--- config.mk ---
export PLATFORM = sky130hd
export DESIGN_NAME = ofmap_packetizer
export DESIGN_NICKNAME = d
export VERILOG_FILES = /design/src/rtl/ofmap_packetizer.sv
export SDC_FILE = /design/constraint.sdc
export NUM_CORES = 1
export LEC_CHECK = 0
export CAP_MARGIN = 20
export CORE_MARGIN = 8
export CORE_UTILIZATION = 45
export CTS_BUF_LIST = sky130_fd_sc_hd__clkbuf_2 sky130_fd_sc_hd__clkbuf_4 sky130_fd_sc_hd__clkbuf_8
export CTS_CLUSTER_SIZE = 20
export DETAILED_ROUTE_END_ITERATION = 8
export PLACE_DENSITY_LB_ADDON = 0.08
export SLEW_MARGIN = 0
export SYNTH_ARGS = -nofsm -noshare
export SYNTH_HDL_FRONTEND = slang
export SYNTH_SLANG_ARGS = --single-unit
--- constraint.sdc ---
create_clock -name clk -period 5.4 [get_ports clk]
set_input_delay 0.54 -clock clk [delete_from_list [all_inputs] [get_ports clk]]
set_output_delay 0.54 -clock clk [all_outputs]
set_load 0.005 [all_outputs]
--- src/rtl/ofmap_packetizer.sv ---
// ofmap_packetizer: turns ofmap spike rows into one NOC packet per spike plus a per-timestep DONE packet
module ofmap_packetizer #(
    parameter logic [3:0] SRC_ADDR  = 4'b0001,
    parameter logic [3:0] DEST_ADDR = 4'b0000,
    parameter int         NUM_COLS  = 21
) (
    input  logic                clk,
    input  logic                rst_n,
    input  logic                row_valid,
    output logic                row_ready,
    input  logic [4:0]          row_idx,
    input  logic [NUM_COLS-1:0] row_spikes,
    input  logic                row_last,
    output logic                pkt_valid,
    input  logic                pkt_ready,
    output logic [63:0]         pkt_data,
    output logic [7:0]          ts_count,
    output logic [15:0]         spike_count,
    output logic                row_err
);
    typedef enum logic [1:0] {IDLE, SCAN, DONE_PKT} stateT;

    localparam logic [53:0] HDR = {DEST_ADDR, SRC_ADDR, 2'b11, 44'd0};

    stateT                state, stateNext;
    logic [NUM_COLS-1:0]  mask, maskNext;
    logic [4:0]           rowReg, rowNext;
    logic                 lastReg, lastNext;
    logic                 started, errNext, rowFire, pktFire, pktValidNext;
    logic [63:0]          pktDataNext;

    function automatic logic [4:0] lowestBit(input logic [NUM_COLS-1:0] m);
        lowestBit = '0;
        for (int i = NUM_COLS - 1; i >= 0; i--)
            if (m[i]) lowestBit = 5'(i);
    endfunction

    assign row_ready = started && state == IDLE;
    assign rowFire   = row_valid && row_ready;
    assign pktFire   = pkt_valid && pkt_ready;

    // next state, mask and the packet to present next cycle (computed from the post-edge state so pkt_valid is registered)
    always_comb begin
        stateNext = state;
        maskNext  = mask;
        rowNext   = rowReg;
        lastNext  = lastReg;
        errNext   = row_err;
        case (state)
            IDLE: if (rowFire) begin
                if (32'(row_idx) < NUM_COLS) begin
                    maskNext  = row_spikes;
                    rowNext   = row_idx;
                    lastNext  = row_last;
                    stateNext = SCAN;
                end else begin
                    errNext = 1'b1;
                end
            end
            SCAN: if (mask == '0) begin
                stateNext = lastReg ? DONE_PKT : IDLE;
            end else if (pktFire) begin
                maskNext = mask & (mask - NUM_COLS'(1));
                if (maskNext == '0) stateNext = lastReg ? DONE_PKT : IDLE;
            end
            DONE_PKT: if (pktFire) stateNext = IDLE;
            default: stateNext = IDLE;
        endcase
        pktValidNext = (stateNext == SCAN && maskNext != '0) || stateNext == DONE_PKT;
        pktDataNext  = !pktValidNext ? '0 :
                       stateNext == DONE_PKT ? {HDR, 10'h1FF} : {HDR, rowNext, lowestBit(maskNext)};
    end

    // state, packet register and counters
    always_ff @(posedge clk or negedge rst_n) begin
        if (!rst_n) begin
            state       <= IDLE;
            mask        <= '0;
            rowReg      <= '0;
            lastReg     <= 1'b0;
            started     <= 1'b0;
            pkt_valid   <= 1'b0;
            pkt_data    <= '0;
            ts_count    <= '0;
            spike_count <= '0;
            row_err     <= 1'b0;
        end else begin
            state     <= stateNext;
            mask      <= maskNext;
            rowReg    <= rowNext;
            lastReg   <= lastNext;
            started   <= 1'b1;
            pkt_valid <= pktValidNext;
            pkt_data  <= pktDataNext;
            row_err   <= errNext;
            if (pktFire && state == SCAN && spike_count != 16'hFFFF)
                spike_count <= spike_count + 16'd1;
            if (pktFire && state == DONE_PKT) begin
                ts_count    <= ts_count + 8'd1;
                spike_count <= '0;
            end
        end
    end
endmodule

* After elaboration in Yosys (flattened, before gate mapping) *
Cells that the tools add are included.

storage, ports and cells
  word-level logic and storage cells = 77
  output and inout port bits = 91
  input port bits = 31
  flip-flop bits (word level) = 113

operators by class
  equal/unequal tests = 5
  $add $sub $neg = 3
  muxes and demuxes = 41
  reduce and logical (&&, ||, !) cells = 15
  bitwise logic cells = 2
  $lt $le $gt $ge = 1

operators with widths
  operator                                                                number
  5-bit two-way mux                                                       24
  21-bit two-way mux                                                      4
  57-bit two-way mux                                                      1
  21-bit logical NOT                                                      2
  21-bit one-hot mux with 2 select lines                                  1
  16-bit two-way mux                                                      2
  21-bit AND                                                              1
  21-bit nonzero test                                                     1
  21-bit by 1-bit subtractor with 21-bit output (second input constant)   1
  16-bit by 1-bit adder with 16-bit output (second input constant)        1
  16-bit inequality test (second input constant)                          1
  2-bit two-way mux                                                       7
  10-bit two-way mux                                                      1
  8-bit by 1-bit adder with 8-bit output (second input constant)          1
  1-bit logical AND                                                       7
  2-bit one-hot mux with 3 select lines                                   1
  3-bit AND reduction                                                     2
  5-bit less-than comparator (second input constant)                      1
  2-bit by 1-bit equality test with 1-bit output (second input constant)  2
  2-bit equality test (second input constant)                             2
  2-bit logical NOT                                                       1
  2-bit nonzero test                                                      1
  1-bit logical OR                                                        1
  1-bit inverter                                                          1

* Logic depth before layout (Yosys ltp) *
Gate-level depths: netlist of run 1.

  depth after elaboration = 28
  gate-level depth with buffers = 11
  depth with buffers taken out = 9

* Worst setup path before layout of run 1 *
No wires, ideal clock.

  path kind = input port to flip-flop
  start = input port row_idx[3]
  end = register pkt_data[0]
  buffers on the path = 1
  library setup time = 0.130 ns
  setup slack = 2.805 ns
  stages on the path = 10
  data required time = 5.270 ns
  arrival = 2.465 ns
  cell sequence = or3_4 a21o_1 buf_6 and3_1 a221oi_4 inv_2 nor4_2 nand3_1 o21ai_2 o31ai_1

on the way
  elaborated cells on any way between the ends = 34
  classes of those cells = order compare: 1; eq/ne: 2; mux: 28; reduce/logical: 3

RTL lines
  what                                      line  RTL
  start: declaration                        11    input logic [4:0] row_idx,
  5-bit less-than comparator *              51    if (32'(row_idx) < NUM_COLS) begin
  21-bit two-way mux *                      51
  21-bit two-way mux *                      50    IDLE: if (rowFire) begin
  21-bit one-hot mux with 2 select lines *  49    case (state)
  via maskNext[18]                          26    logic [NUM_COLS-1:0] mask, maskNext;
  5-bit two-way mux (19 in a row)           35    if (m[i]) lowestBit = 5'(i);
  10-bit two-way mux                        71    stateNext == DONE_PKT ? {HDR, 10'h1FF} : {HDR, rowNext, lowestBit(maskNext)};
  57-bit two-way mux *                      70    pktDataNext = !pktValidNext ? '0 :
  via pktDataNext[0]                        30    logic [63:0] pktDataNext;
  end signal: assignment                    94    pkt_data <= pktDataNext;
  end: declaration                          16    output logic [63:0] pkt_data,

Mark *: on every way through the listed nets, which the timed path passes. The rest lies on a longest branch.
A chain may end at the register's enable or synchronous reset.

* Worst setup path after layout of run 1 *
  start = input port row_idx[3]
  end = register pkt_data[2]

on the way
  cells in the longest elaborated chain, start to end = 27
  elaborated cells on any way between the ends = 35
  classes of those cells = order compare: 1; eq/ne: 2; mux: 29; reduce/logical: 3

ends and longest elaborated chain
  what                                    line
  5-bit less-than comparator *            51
  21-bit two-way mux                      51
  21-bit two-way mux                      50
  21-bit one-hot mux with 2 select lines  49
  5-bit two-way mux (21 in a row)         35
  10-bit two-way mux                      71
  57-bit two-way mux *                    70
  via pktDataNext[2]                      30

Marked as above.

==> out/qor_table.md, run 1 <==
| Step | Result | Reported |
|---|---|---|
| synthesis | Prevailing post-synth register cell | sky130_fd_sc_hd__dfrtp_1 |
| sta | # setup viols final | 0 |
| synthesis | Share of async-settable or async-resettable flops after synthesis | 1.00 |
| die | Total number of placement rows | 35 |
| synthesis | Post-synthesis cell count | 451 |
| worst setup path | WS Path Type | in2reg |
| worst setup path | CP max-delay cell | sky130_fd_sc_hd__clkdlybuf4s50_1 |
| die | Area enclosed by the die boundary | 12700 sq um |
| power and ir drop | Internal power contribution | 1.49 mW |
| power and ir drop | Clock share of power | 0.173 |
| flow run | Number of max-cap violations | 0 |
| grt | Global-route wire length before repair | 17600 microns |
| drt | Via Count | 3400 |
| drt | Vias per Instance | 5.41 |
| power and ir drop | Switch share | 0.441 |
| placed design | Buffers added on ports | 70 |
| placed design | Cell area after placement | 4770 sq um |
| drt | Post-detailed-route count of antenna-violating nets | 0 |
| layout | Post-Layout Inst Area | 4990 sq um |
| worst setup path | Reg2reg path depth | 8 |
| cts | Post-cts gate resize count | 0 |
| grt | GRT Residual Overflow | 0 |
| cts | Post-CTS Setup Bufs | 0 |
| worst setup path | Family with the most delay on the worst path | compound AO/OA/AOI/OAI gates |
| die | I/O pins | 122 |
| die | Overall die width | 113 microns |
| worst setup path | Critical Path End Type | register |
| power and ir drop | Share of power burned in combinational logic | 0.516 |
| worst setup path | R2R setup slack | 2.06 ns |
| layout | Filler cell count | 854 |
| worst setup path | Cell depth of the worst setup path | 10 |
| power and ir drop | Maximum vdd ir drop | 0.000166 V |
| die | Effective utilization at floorplan | 0.459 |
| grt | Via count of the first global-routing pass | 3378 |
| layout | Share of cells above drive strength 1 | 0.0985 |
| worst setup path | Ordered cell list for the critical path | clkdlybuf4s50_1 > or3_4 > a21oi_4 > buf_4 > mux2_2 > a311oi_1 > a21oi_1 > nand3_1 > o21ai_2 > o41ai_2 |
| grt | Pin count of the biggest net entering global routing | 67 |
| sta | Max_slew headroom | 0.461 |
| die | CORE AREA | 9200 sq um |
| placed design | Routability-driven placement congestion ratio | 0.884 |
| hold path | Worst min-delay path class | in2async |
| synthesis | Seq/Total Area, Yosys | 0.391 |
| worst setup path | Stage delay of the slowest cell on the critical path | 0.44 ns |
| status | Result of the run | finished clean |
| cts | Number of buffers inserted for hold repair after clock tree synthesis | 0 |
| power and ir drop | Switching power of the nets | 1.17 mW |
| placed design | Detailed placement HPWL | 8240 microns |
| sta | Final critical-path share of the clock period | 0.620 |
| worst setup path | Required time of the worst setup path | 5.63 ns |
| worst setup path | Critical path peak fanout | 17 |
| sta | Post-route minimum period | 3.35 ns |
| worst setup path | Sum of buffers and inverters on the critical path | 2 |
| worst setup path | CP Launch Point | row_idx[3] |
| sta | Unrepaired setup endpoints after global routing | no |
| cts | Clock Latency Late Sink | 0.34 ns |
| layout | Number of inserted diodes | 0 |
| synthesis | Post-synthesis average cell area | 9.37 sq um |
| drt | Sum of routed wire length over all layers | 10700 microns |
| drt | Iteration-0 DRC count of the detailed router | 288 |
| synthesis | Synth Cell Area | 4220 sq um |
| power and ir drop | Seq pwr share | 0.311 |
| power and ir drop | Total power density per cell area | 533 nW/um^2 |
| drt | Post-route DRC violation count | 0 |
| cts | Cell chosen for the clock root | sky130_fd_sc_hd__clkbuf_8 |
| drt | Average detailed-routed wire length per instance | 17.1 microns |
| power and ir drop | Static power due to leakage | 2.16 nW |
| cts | Total CTS buffers | 9 |
| cts | Clock tree from TritonCTS | yes |
| layout | Area growth, synth to finish | 18.1% |
| grt | Antenna violations before repair | 0 |
| cts | Clock slew seen by the registers of the worst setup and hold paths | 0.07 ns |
| grt | Global router's overall resource usage | 0.171 |
| worst setup path | Critical path data arrival time | 3.58 ns |
| worst setup path | Worst r2r src | state[0] |
| cts | Number of buffers on the longest clock path | 2 |
| drt | Number of optimization iterations in the first detailed-route pass | 5 |
| cts | Count of clock tree sinks | 66 |
| sta | Endpoints failing hold | 0 |
| synthesis | Post-synth cell types | 81 |
| layout | Net count of the finished layout | 546 |
| synthesis | Register bit count reported by yosys | 66 |
| sta | Number of max-slew violations in the final report | 0 |
| sta | Aggregate negative setup slack | 0 ns |
| sta | Max Fclk | 0.299 GHz |
| synthesis | Total of warnings raised by yosys | 0 |
| worst setup path | Critical path destination | pkt_data[2] |
| worst setup path | R2R Path End | pkt_data[0] |
| cts | H-Tree Depth | 3 |
| worst setup path | Setup crit start kind | primary input |
| synthesis | Count of flip-flops with a built-in enable after synthesis | 0 |
| sta | Worst-case clock skew | 0.0105 ns |
| die | Height of the die | 113 microns |
| sta | Slew at the pin closest to its max-slew limit | 0.809 ns |
-- Yosys cell counts (5+ instances only) --
cell,instances,area share
sky130_fd_sc_hd__clkbuf_1,5,0.0044
sky130_fd_sc_hd__dfrtp_1,66,0.39
sky130_fd_sc_hd__xnor2_1,14,0.029
sky130_fd_sc_hd__and3_1,6,0.0089
sky130_fd_sc_hd__o211ai_1,8,0.014
sky130_fd_sc_hd__nor4_1,7,0.010
sky130_fd_sc_hd__nor2_1,44,0.039
sky130_fd_sc_hd__buf_2,8,0.0095
sky130_fd_sc_hd__buf_4,56,0.10
sky130_fd_sc_hd__xor2_1,7,0.015
sky130_fd_sc_hd__nand3_1,11,0.013
sky130_fd_sc_hd__a21oi_1,11,0.013
sky130_fd_sc_hd__nand4_1,7,0.010
sky130_fd_sc_hd__inv_1,9,0.0080
sky130_fd_sc_hd__o21ai_0,5,0.0059
sky130_fd_sc_hd__o31ai_1,5,0.0089
sky130_fd_sc_hd__mux2i_1,14,0.033
sky130_fd_sc_hd__nor3_1,11,0.013
sky130_fd_sc_hd__nand2_1,55,0.049
-- worst min path at each step --
stage                          from   endpoint  slack, ns  cells past startpoint
after detailed placement  rowReg[3]  rowReg[3]       0.46                      2
after floorplan               rst_n    lastReg       0.24                      0
after global placement      row_err    row_err       0.46                      1
after global routing          rst_n    mask[4]       0.46                      2
final                         rst_n    mask[4]       0.38                      2
after CTS                     rst_n    mask[0]       0.41                      2
-- routing by layer --
layer	vias to the layer above	wire length [microns]	global-route usage
met2	145	4670	0.252
li1	1635	-	-
met1	1609	4960	0.231
met3	11	940	0.0447
met4	0	169	0.0702
met5	-	0	0
-- power by group through the flow --
stage	registers [mW]	logic (mW)	clock network, mW
final	0.826	1.37	0.460
after global routing	0.850	1.51	0.494
after detailed placement	0.833	1.35	0
after floorplan	0.773	1.02	0
after global placement	0.829	1.35	0
after CTS	0.824	1.36	0.474
-- logic make-up (layout without fill, tap and decap cells) --
logic type,Yosys count,after routing,synth area share
fa+ha+maj,4,4,0.0107
xor+xnor,21,21,0.0435
flops,66,66,0.391
buf+inv,83,100,0.129
mux,16,16,0.0385
compound gates,81,81,0.153
simple gates,178,178,0.233
other cells,2,52,0.00178
-- placed cells by master (no fill, tap or decap), types with 3 or more instances in the layout --
cell	Yosys	routed
sky130_fd_sc_hd__o21ai_0	5	5
sky130_fd_sc_hd__conb_1	2	52
sky130_fd_sc_hd__a21oi_1	11	11
sky130_fd_sc_hd__and3_1	6	6
sky130_fd_sc_hd__nor3_1	11	11
sky130_fd_sc_hd__xor2_1	7	7
sky130_fd_sc_hd__nor4_1	7	7
sky130_fd_sc_hd__clkbuf_8	0	9
sky130_fd_sc_hd__nand3_1	11	11
sky130_fd_sc_hd__a211oi_1	4	4
sky130_fd_sc_hd__o31ai_1	5	5
sky130_fd_sc_hd__clkdlybuf4s50_1	0	69
sky130_fd_sc_hd__mux2i_1	14	14
sky130_fd_sc_hd__nor2_1	44	44
sky130_fd_sc_hd__or2_2	3	3
sky130_fd_sc_hd__o211ai_1	8	8
sky130_fd_sc_hd__xnor2_1	14	14
sky130_fd_sc_hd__nor4_2	4	4
sky130_fd_sc_hd__buf_4	56	3
sky130_fd_sc_hd__a31oi_1	3	3
sky130_fd_sc_hd__o22ai_1	4	4
sky130_fd_sc_hd__and2_1	4	4
sky130_fd_sc_hd__nand2_1	55	55
sky130_fd_sc_hd__inv_1	9	9
sky130_fd_sc_hd__and4_1	3	3
sky130_fd_sc_hd__dfrtp_1	66	66
sky130_fd_sc_hd__nand4_1	7	7
-- cell type report --
class / instances / area, sq um / area share
multi-input combinational: 352 / 2220 / 0.445
sequential: 66 / 1650 / 0.331
timing repair buffer: 73 / 718 / 0.144
tap: 111 / 139 / 0.0278
clock buffer: 10 / 131 / 0.0263
clock inverter: 6 / 88.8 / 0.0178
inverter: 11 / 41.3 / 0.00828
-- stage by stage --
stage	hold WS (ns)	cells	worst slack (ns)	utilization	power [mW]
finish	0.383	629	2.05	0.542	2.66
detailed placement	0.464	613	1.73	0.519	2.19
CTS	0.409	629	2.07	0.542	2.66
global route	0.461	629	1.78	0.542	2.86
floorplan	0.244	501	2.80	-	1.79
global placement	0.464	613	1.79	0.519	2.18
-- state kept, by name (all words and copies together), names as in the netlist --
| register | flops |
|---|---|
| pkt_data | 11 |
| rowReg | 5 |
| spike_count | 16 |
| row_err | 1 |
| state | 2 |
| started | 1 |
| mask | 21 |
| lastReg | 1 |
| ts_count | 8 |
-- worst register-to-register path: stages, from the launching register on --
cell and delay [ns]:
sky130_fd_sc_hd__dfrtp_1 0.68, sky130_fd_sc_hd__and4b_1 0.57, sky130_fd_sc_hd__nand3_1 0.22, sky130_fd_sc_hd__a21oi_2 0.30, sky130_fd_sc_hd__a31o_1 0.23, sky130_fd_sc_hd__nor4bb_1 0.44, sky130_fd_sc_hd__nand2_1 0.28, sky130_fd_sc_hd__o21ai_2 0.35
sky130_fd_sc_hd__o31ai_1 0.13
Power figures use the tool's default switching activity.
==> run 2: changes to the inputs <==
==> constraint.sdc (replaced) <==
create_clock -name clk -period 3.2 [get_ports clk]
set_input_delay 0.32 -clock clk [delete_from_list [all_inputs] [get_ports clk]]
set_output_delay 0.32 -clock clk [all_outputs]
set_load 0.005 [all_outputs]
==> run 2 against run 1 <==
Against the previous run:
- die area unchanged
- combinational power increased by 88%
- clock skew decreased by 0.0014 ns
- worst hold slack got worse by 0.24 ns
- setup slack got worse by 1.8 ns
- first-iteration DRC count decreased by 22%
- clock power increased by 57%
- count of clock-buffer cells in the layout decreased by 1
- critical endpoint is now pkt_data[1]
==> out/qor_table.md, run 2 (synthesis results as in run 1) <==
| Step | Result | Reported |
|---|---|---|
| sta | Endpoints failing hold | 0 |
| layout | Share of cells above drive strength 1 | 0.138 |
| placed design | Cell area after placement | 4950 sq um |
| cts | Count of clock tree sinks | 66 |
| drt | Number of optimization iterations in the first detailed-route pass | 6 |
| placed design | Detailed placement HPWL | 8970 microns |
| power and ir drop | Static power due to leakage | 2.27 nW |
| grt | Global router's overall resource usage | 0.185 |
| worst setup path | R2R setup slack | 0.23 ns |
| layout | Leading cell type in the layout, fill and taps excluded | sky130_fd_sc_hd__clkdlybuf4s50_1 |
| cts | Post-CTS Setup Bufs | 0 |
| cts | Number of buffers inserted for hold repair after clock tree synthesis | 0 |
| die | CORE AREA | 9200 sq um |
| drt | Vias per Instance | 5.42 |
| die | I/O pins | 122 |
| status | Result of the run | finished clean |
| worst setup path | Critical path data arrival time | 3.16 ns |
| worst setup path | Critical path peak fanout | 11 |
| cts | Number of buffers on the longest clock path | 2 |
| die | Total number of placement rows | 35 |
| sta | # setup viols final | 0 |
| layout | Filler cell count | 863 |
| layout | Most flop-heavy register | mask |
| layout | Number of inserted diodes | 0 |
| cts | Clock slew seen by the registers of the worst setup and hold paths | 0.08 ns |
| worst setup path | Family with the most delay on the worst path | simple AND/OR/NAND/NOR gates |
| worst setup path | CP Launch Point | mask[9] |
| layout | End-of-flow core utilization | 0.560 |
| sta | WHS | 0.148 ns |
| worst setup path | Reg2reg path depth | 9 |
| worst setup path | Critical Path End Type | register |
| sta | Worst-case clock skew | 0.00909 ns |
| drt | Via Count | 3538 |
| die | Effective utilization at floorplan | 0.459 |
| worst setup path | CP max-delay cell | sky130_fd_sc_hd__dfrtp_1 |
| flow run | Number of max-cap violations | 0 |
| sta | Max_slew headroom | 0.439 |
| sta | Final critical-path share of the clock period | 0.928 |
| cts | H-Tree Depth | 3 |
| power and ir drop | Total power density per cell area | 909 nW/um^2 |
| layout | Commonest cells after routing, fill and taps aside | 69 x sky130_fd_sc_hd__clkdlybuf4s50_1, 66 x sky130_fd_sc_hd__dfrtp_1, 55 x sky130_fd_sc_hd__nand2_1, 52 x sky130_fd_sc_hd__conb_1, 44 x sky130_fd_sc_hd__nor2_1 |
| grt | Global-route wire length before repair | 19100 microns |
| hold path | Worst min-delay path class | in2async |
| die | Area enclosed by the die boundary | 12700 sq um |
| sta | Unrepaired setup endpoints after global routing | no |
| layout | Net count of the finished layout | 570 |
| worst setup path | Sum of buffers and inverters on the critical path | 1 |
| cts | Clock Latency Late Sink | 0.34 ns |
| worst setup path | R2R Path End | pkt_data[1] |
| cts | Post-cts gate resize count | 0 |
| cts | Cell chosen for the clock root | sky130_fd_sc_hd__clkbuf_8 |
| grt | Pin count of the biggest net entering global routing | 67 |
| sta | Max Fclk | 0.337 GHz |
| worst setup path | Worst r2r src | mask[9] |
| sta | Number of max-slew violations in the final report | 0 |
| grt | Via count of the first global-routing pass | 3545 |
| power and ir drop | Total power after layout | 4.68 mW |
| drt | Average detailed-routed wire length per instance | 17.7 microns |
| worst setup path | Stage delay of the slowest cell on the critical path | 0.46 ns |
| sta | Post-route minimum period | 2.97 ns |
| worst setup path | Ordered cell list for the critical path | nor4_1 > nand3_2 > nor4_1 > o22ai_1 > nor4bb_1 > buf_4 > nand2_1 > o21ai_2 > o31ai_1 |
| placed design | Buffers added on ports | 70 |
| worst setup path | WS Path Type | reg2reg |
| cts | Total CTS buffers | 9 |
| drt | Post-detailed-route count of antenna-violating nets | 0 |
| power and ir drop | Maximum vdd ir drop | 0.000349 V |
| die | Overall die width | 113 microns |
| layout | Area growth, synth to finish | 21.9% |
| placed design | Routability-driven placement congestion ratio | 0.913 |
| layout | Largest registers in the final layout | mask (21), spike_count (16), pkt_data (11) |
| drt | Iteration-0 DRC count of the detailed router | 225 |
| drt | Sum of routed wire length over all layers | 11600 microns |
| layout | Post-Layout Inst Area | 5150 sq um |
| layout | Max FFs per register | 21 |
| grt | GRT Residual Overflow | 0 |
| worst setup path | Setup crit start kind | register |
| cts | Clock tree from TritonCTS | yes |
| die | Height of the die | 113 microns |
| sta | Slew at the pin closest to its max-slew limit | 0.842 ns |
| worst setup path | Most common cell on crit path | sky130_fd_sc_hd__nor4_1 |
| drt | Post-route DRC violation count | 0 |
| grt | Antenna violations before repair | 0 |
| worst setup path | Required time of the worst setup path | 3.39 ns |
==> run 2: changes by cell type in the layout (fill, tap and decap cells not counted) <==
cell / before / now
sky130_fd_sc_hd__clkinvlp_4: 2 / 1
sky130_fd_sc_hd__inv_6: 1 / 2
sky130_fd_sc_hd__clkinv_4: 0 / 2
sky130_fd_sc_hd__clkbuf_4: 1 / 0
sky130_fd_sc_hd__bufinv_16: 2 / 1
sky130_fd_sc_hd__buf_4: 3 / 27
==> run 2: report_power, final <==
group / internal (mW) / switching (mW) / total, mW / leakage, nW
registers: 1.09 / 0.288 / 1.38 / 0.855
logic: 1.14 / 1.43 / 2.58 / 1.32
clock network: 0.367 / 0.356 / 0.722 / 0.100
==> run 2: worst max path at each step <==
stage / end / slack (ns) / cells past startpoint
after floorplan: pkt_data[0] / 0.76 / 8
after global placement: pkt_data[7] / 0.05 / 10
after detailed placement: pkt_data[1] / -0.02 / 9
after CTS: pkt_data[1] / 0.26 / 9
after global routing: pkt_data[4] / 0.01 / 9
final: pkt_data[1] / 0.23 / 9
==> run 2: through the flow <==
stage | std cells | TNS (ns) | setup slack [ns]
floorplan | 501 | 0 | 0.761
global placement | 637 | 0 | 0.0547
detailed placement | 637 | -0.0477 | -0.0225
CTS | 653 | 0 | 0.260
global route | 653 | 0 | 0.0102
finish | 653 | 0 | 0.230
==> run 2: routing by layer <==
layer  vias to the layer above  global-route usage  wire [microns]
met5                         -                   0               0
met4                         0              0.0497             123
met3                        12              0.0532             958
met2                       147               0.284            5230
met1                      1703               0.247            5260
li1                       1676                   -               -
==> run 2: final cells by class <==
cell class / count / area [sq um] / area share
multi-input cells: 352 / 2220 / 0.431
well taps: 111 / 139 / 0.0270
clock inverters: 7 / 77.6 / 0.0151
flip-flops and latches: 66 / 1650 / 0.321
inverters: 11 / 41.3 / 0.00802
repair buffers: 97 / 898 / 0.174
clock buffers: 9 / 124 / 0.0241
==> run 3: changes to the inputs <==
--- a/config.mk
+++ b/config.mk
@@ -5,9 +5,10 @@
 export SDC_FILE = /design/constraint.sdc
 export NUM_CORES = 1
 export LEC_CHECK = 0
-export CAP_MARGIN = 20
+export CELL_PAD_IN_SITES_DETAIL_PLACEMENT = 1
+export CELL_PAD_IN_SITES_GLOBAL_PLACEMENT = 1
 export CORE_MARGIN = 8
-export CORE_UTILIZATION = 45
+export CORE_UTILIZATION = 37
 export CTS_BUF_LIST = sky130_fd_sc_hd__clkbuf_2 sky130_fd_sc_hd__clkbuf_4 sky130_fd_sc_hd__clkbuf_8
 export CTS_CLUSTER_SIZE = 20
 export DETAILED_ROUTE_END_ITERATION = 8
==> run 3 against run 2 <==
Against the previous run:
- final cell count up 5.4%
- clock power increased by 13%
- count of clock-buffer cells in the layout is 1 higher
- combinational power up 3%
- sequential cell count did not move
- via count is 2.1% higher
- clock skew is 0.0017 ns higher
- register-to-register slack improved by 0.07 ns
==> out/qor_table.md, run 3 (synthesis results as in run 1) <==
| Step | Result | Reported |
|---|---|---|
| worst setup path | CP max-delay cell | sky130_fd_sc_hd__dfrtp_1 |
| cts | Clock tree from TritonCTS | yes |
| layout | Share of cells above drive strength 1 | 0.145 |
| sta | Post-route minimum period | 2.90 ns |
| die | Total number of placement rows | 39 |
| worst setup path | Ordered cell list for the critical path | nor4_4 > nand3_2 > buf_4 > nor4b_2 > o211ai_2 > nor4_2 > nand3_1 > buf_4 > o211ai_1 > nand2_1 |
| die | Effective utilization at floorplan | 0.375 |
| placed design | Routability-driven placement congestion ratio | 0.899 |
| cts | Number of buffers on the longest clock path | 2 |
| placed design | Number of cells in the design after placement | 672 |
| worst setup path | Critical path destination | pkt_data[6] |
| sta | Max Fclk | 0.344 GHz |
| drt | Number of optimization iterations in the first detailed-route pass | 4 |
| sta | Worst-case clock skew | 0.0108 ns |
| sta | Unrepaired setup endpoints after global routing | no |
| grt | Antenna violations before repair | 0 |
| sta | Aggregate negative setup slack | 0 ns |
| die | CORE AREA | 11300 sq um |
| worst setup path | R2R setup slack | 0.30 ns |
| placed design | Detailed placement HPWL | 10300 microns |
| grt | Grt met2 use | 0.279 |
| sta | Number of max-slew violations in the final report | 0 |
| layout | Net count of the finished layout | 573 |
| worst setup path | R2R Path End | pkt_data[6] |
| worst setup path | Stage delay of the slowest cell on the critical path | 0.44 ns |
| layout | Max FFs per register | 21 |
| die | Height of the die | 123 microns |
| layout | Commonest cells after routing, fill and taps aside | 69 x sky130_fd_sc_hd__clkdlybuf4s50_1, 66 x sky130_fd_sc_hd__dfrtp_1, 55 x sky130_fd_sc_hd__nand2_1, 52 x sky130_fd_sc_hd__conb_1, 44 x sky130_fd_sc_hd__nor2_1 |
| power and ir drop | Maximum vdd ir drop | 0.000443 V |
| power and ir drop | Total power density per cell area | 931 nW/um^2 |
| die | I/O pins | 122 |
| worst setup path | Critical path peak fanout | 14 |
| cts | H-Tree Depth | 3 |
| worst setup path | Critical path data arrival time | 3.13 ns |
| layout | Leading cell type in the layout, fill and taps excluded | sky130_fd_sc_hd__clkdlybuf4s50_1 |
| worst setup path | Required time of the worst setup path | 3.42 ns |
| layout | Most flop-heavy register | mask |
| drt | Via Count | 3614 |
| sta | Max_slew headroom | 0.423 |
| cts | Clock slew seen by the registers of the worst setup and hold paths | 0.08 ns |
| status | Result of the run | finished clean |
| power and ir drop | Switching power of the nets | 2.15 mW |
| layout | Cell Count, Final, Fillers Out | 688 |
| die | Overall die width | 123 microns |
| placed design | Buffers added on ports | 70 |
| worst setup path | Critical Path End Type | register |
| cts | Count of clock tree sinks | 66 |
| layout | Area growth, synth to finish | 23.9% |
| cts | Clock Latency Late Sink | 0.36 ns |
| sta | Setup slack of the critical path after layout | 0.297 ns |
| hold path | Worst min-delay path class | in2async |
| power and ir drop | Static power due to leakage | 2.30 nW |
| power and ir drop | Internal power contribution | 2.72 mW |
| worst setup path | Reg2reg path depth | 10 |
| grt | Met1 Resource Use GR | 0.235 |
| sta | Slew at the pin closest to its max-slew limit | 0.865 ns |
| grt | Global-route wire length before repair | 20900 microns |
| flow run | Number of max-cap violations | 0 |
| grt | Most heavily used metal layer in global routing | met2 |
| worst setup path | Setup crit start kind | register |
| power and ir drop | Switch share | 0.441 |
| grt | Fraction of met3 tracks used by global routing | 0.0368 |
| power and ir drop | Clock share of power | 0.167 |
| placed design | Cell area after placement | 5010 sq um |
| sta | Final critical-path share of the clock period | 0.907 |
| drt | Post-route DRC violation count | 0 |
| drt | Average detailed-routed wire length per instance | 18.9 microns |
| worst setup path | WS Path Type | reg2reg |
| drt | Post-detailed-route count of antenna-violating nets | 0 |
| sta | # setup viols final | 0 |
| cts | Number of buffers inserted for hold repair after clock tree synthesis | 0 |
| worst setup path | CP Launch Point | mask[3] |
| grt | GRT Residual Overflow | 0 |
| layout | Largest registers in the final layout | mask (21), spike_count (16), pkt_data (11) |
| grt | Pin count of the biggest net entering global routing | 39 |
| worst setup path | Worst r2r src | mask[3] |
| drt | Vias per Instance | 5.25 |
| cts | Total CTS buffers | 9 |
| grt | Via count of the first global-routing pass | 3842 |
| placed design | Placement-stage worst setup slack | -0.0232 ns |
| worst setup path | Most common cell on crit path | sky130_fd_sc_hd__buf_4 |
| power and ir drop | Seq pwr share | 0.287 |
| sta | Endpoints failing hold | 0 |
| die | Area enclosed by the die boundary | 15100 sq um |
| power and ir drop | Total power after layout | 4.87 mW |
| layout | Number of inserted diodes | 0 |
| grt | Global router's overall resource usage | 0.178 |
| layout | Post-Layout Inst Area | 5230 sq um |
| cts | Cell chosen for the clock root | sky130_fd_sc_hd__clkbuf_8 |
| power and ir drop | Share of power burned in combinational logic | 0.547 |
| drt | Iteration-0 DRC count of the detailed router | 172 |
| drt | Sum of routed wire length over all layers | 13000 microns |
==> run 3: cell count changes in the layout (fill, tap and decap cells not counted) <==
cell,previous run,this run
sky130_fd_sc_hd__inv_6,2,1
sky130_fd_sc_hd__bufinv_16,1,2
sky130_fd_sc_hd__and3_1,6,5
sky130_fd_sc_hd__and3_2,0,1
sky130_fd_sc_hd__clkbuf_4,0,1
sky130_fd_sc_hd__buf_4,27,30
sky130_fd_sc_hd__clkinv_4,2,1
==> run 3: per-layer routing <==
| metal | part of all wire | vias to the layer above |
|---|---|---|
| li1 | - | 1677 |
| met1 | 0.45 | 1803 |
| met2 | 0.46 | 116 |
| met3 | 0.061 | 18 |
| met4 | 0.021 | 0 |
| met5 | 0 | - |
==> run 3: what timing repair did <==
| action | 4_1_cts | 5_1_grt |
|---|---|---|
| hold endpoints to repair | 0 | 0 |
| setup buffers | 0 | 0 |
| setup endpoints to repair | 0 | 8 |
| resized for setup | 0 | 1 |
==> run 3: cell type report <==
type / count / area [sq um]
fill: 1351 / 6040
multi-input combinational: 352 / 2220
sequential: 66 / 1650
timing repair buffer: 100 / 921
tap: 143 / 179
clock buffer: 10 / 131
clock inverter: 6 / 90.1
inverter: 11 / 41.3
==> run 3: power by group through the flow <==
stage / clock network, mW / logic (mW) / registers, mW
2_1_floorplan: 0 / 1.72 / 1.30
3_3_place_gp: 0 / 2.61 / 1.40
3_5_place_dp: 0 / 2.65 / 1.41
4_1_cts: 0.832 / 2.66 / 1.40
5_1_grt: 0.863 / 2.93 / 1.44
6_report: 0.813 / 2.66 / 1.40
==> run 3: how the worst min path moves through the flow <==
| stage | startpoint | end | slack, ns | cells past startpoint |
|---|---|---|---|---|
| 2_1_floorplan | rst_n | lastReg | 0.02 | 0 |
| 3_3_place_gp | rst_n | mask[7] | 0.47 | 1 |
| 3_5_place_dp | ts_count[7] | ts_count[7] | 0.47 | 1 |
| 4_1_cts | rst_n | mask[4] | 0.08 | 1 |
| 5_1_grt | rst_n | mask[7] | 0.13 | 1 |
| 6_report | rst_n | mask[4] | 0.06 | 1 |
==> run 3: metrics by stage <==
stage | util | hold WS (ns)
floorplan | - | 0.0244
global placement | 0.445 | 0.465
detailed placement | 0.445 | 0.472
CTS | 0.464 | 0.0820
global route | 0.464 | 0.128
finish | 0.464 | 0.0632
==> run 3: critical path: cells and delay by family (launching register included) <==
kind,cells,cell delay (ns)
AO/OA/AOI/OAI,2,0.38
flip-flops,1,0.44
AND/OR/NAND/NOR,6,1.49
buffers and inverters,2,0.44
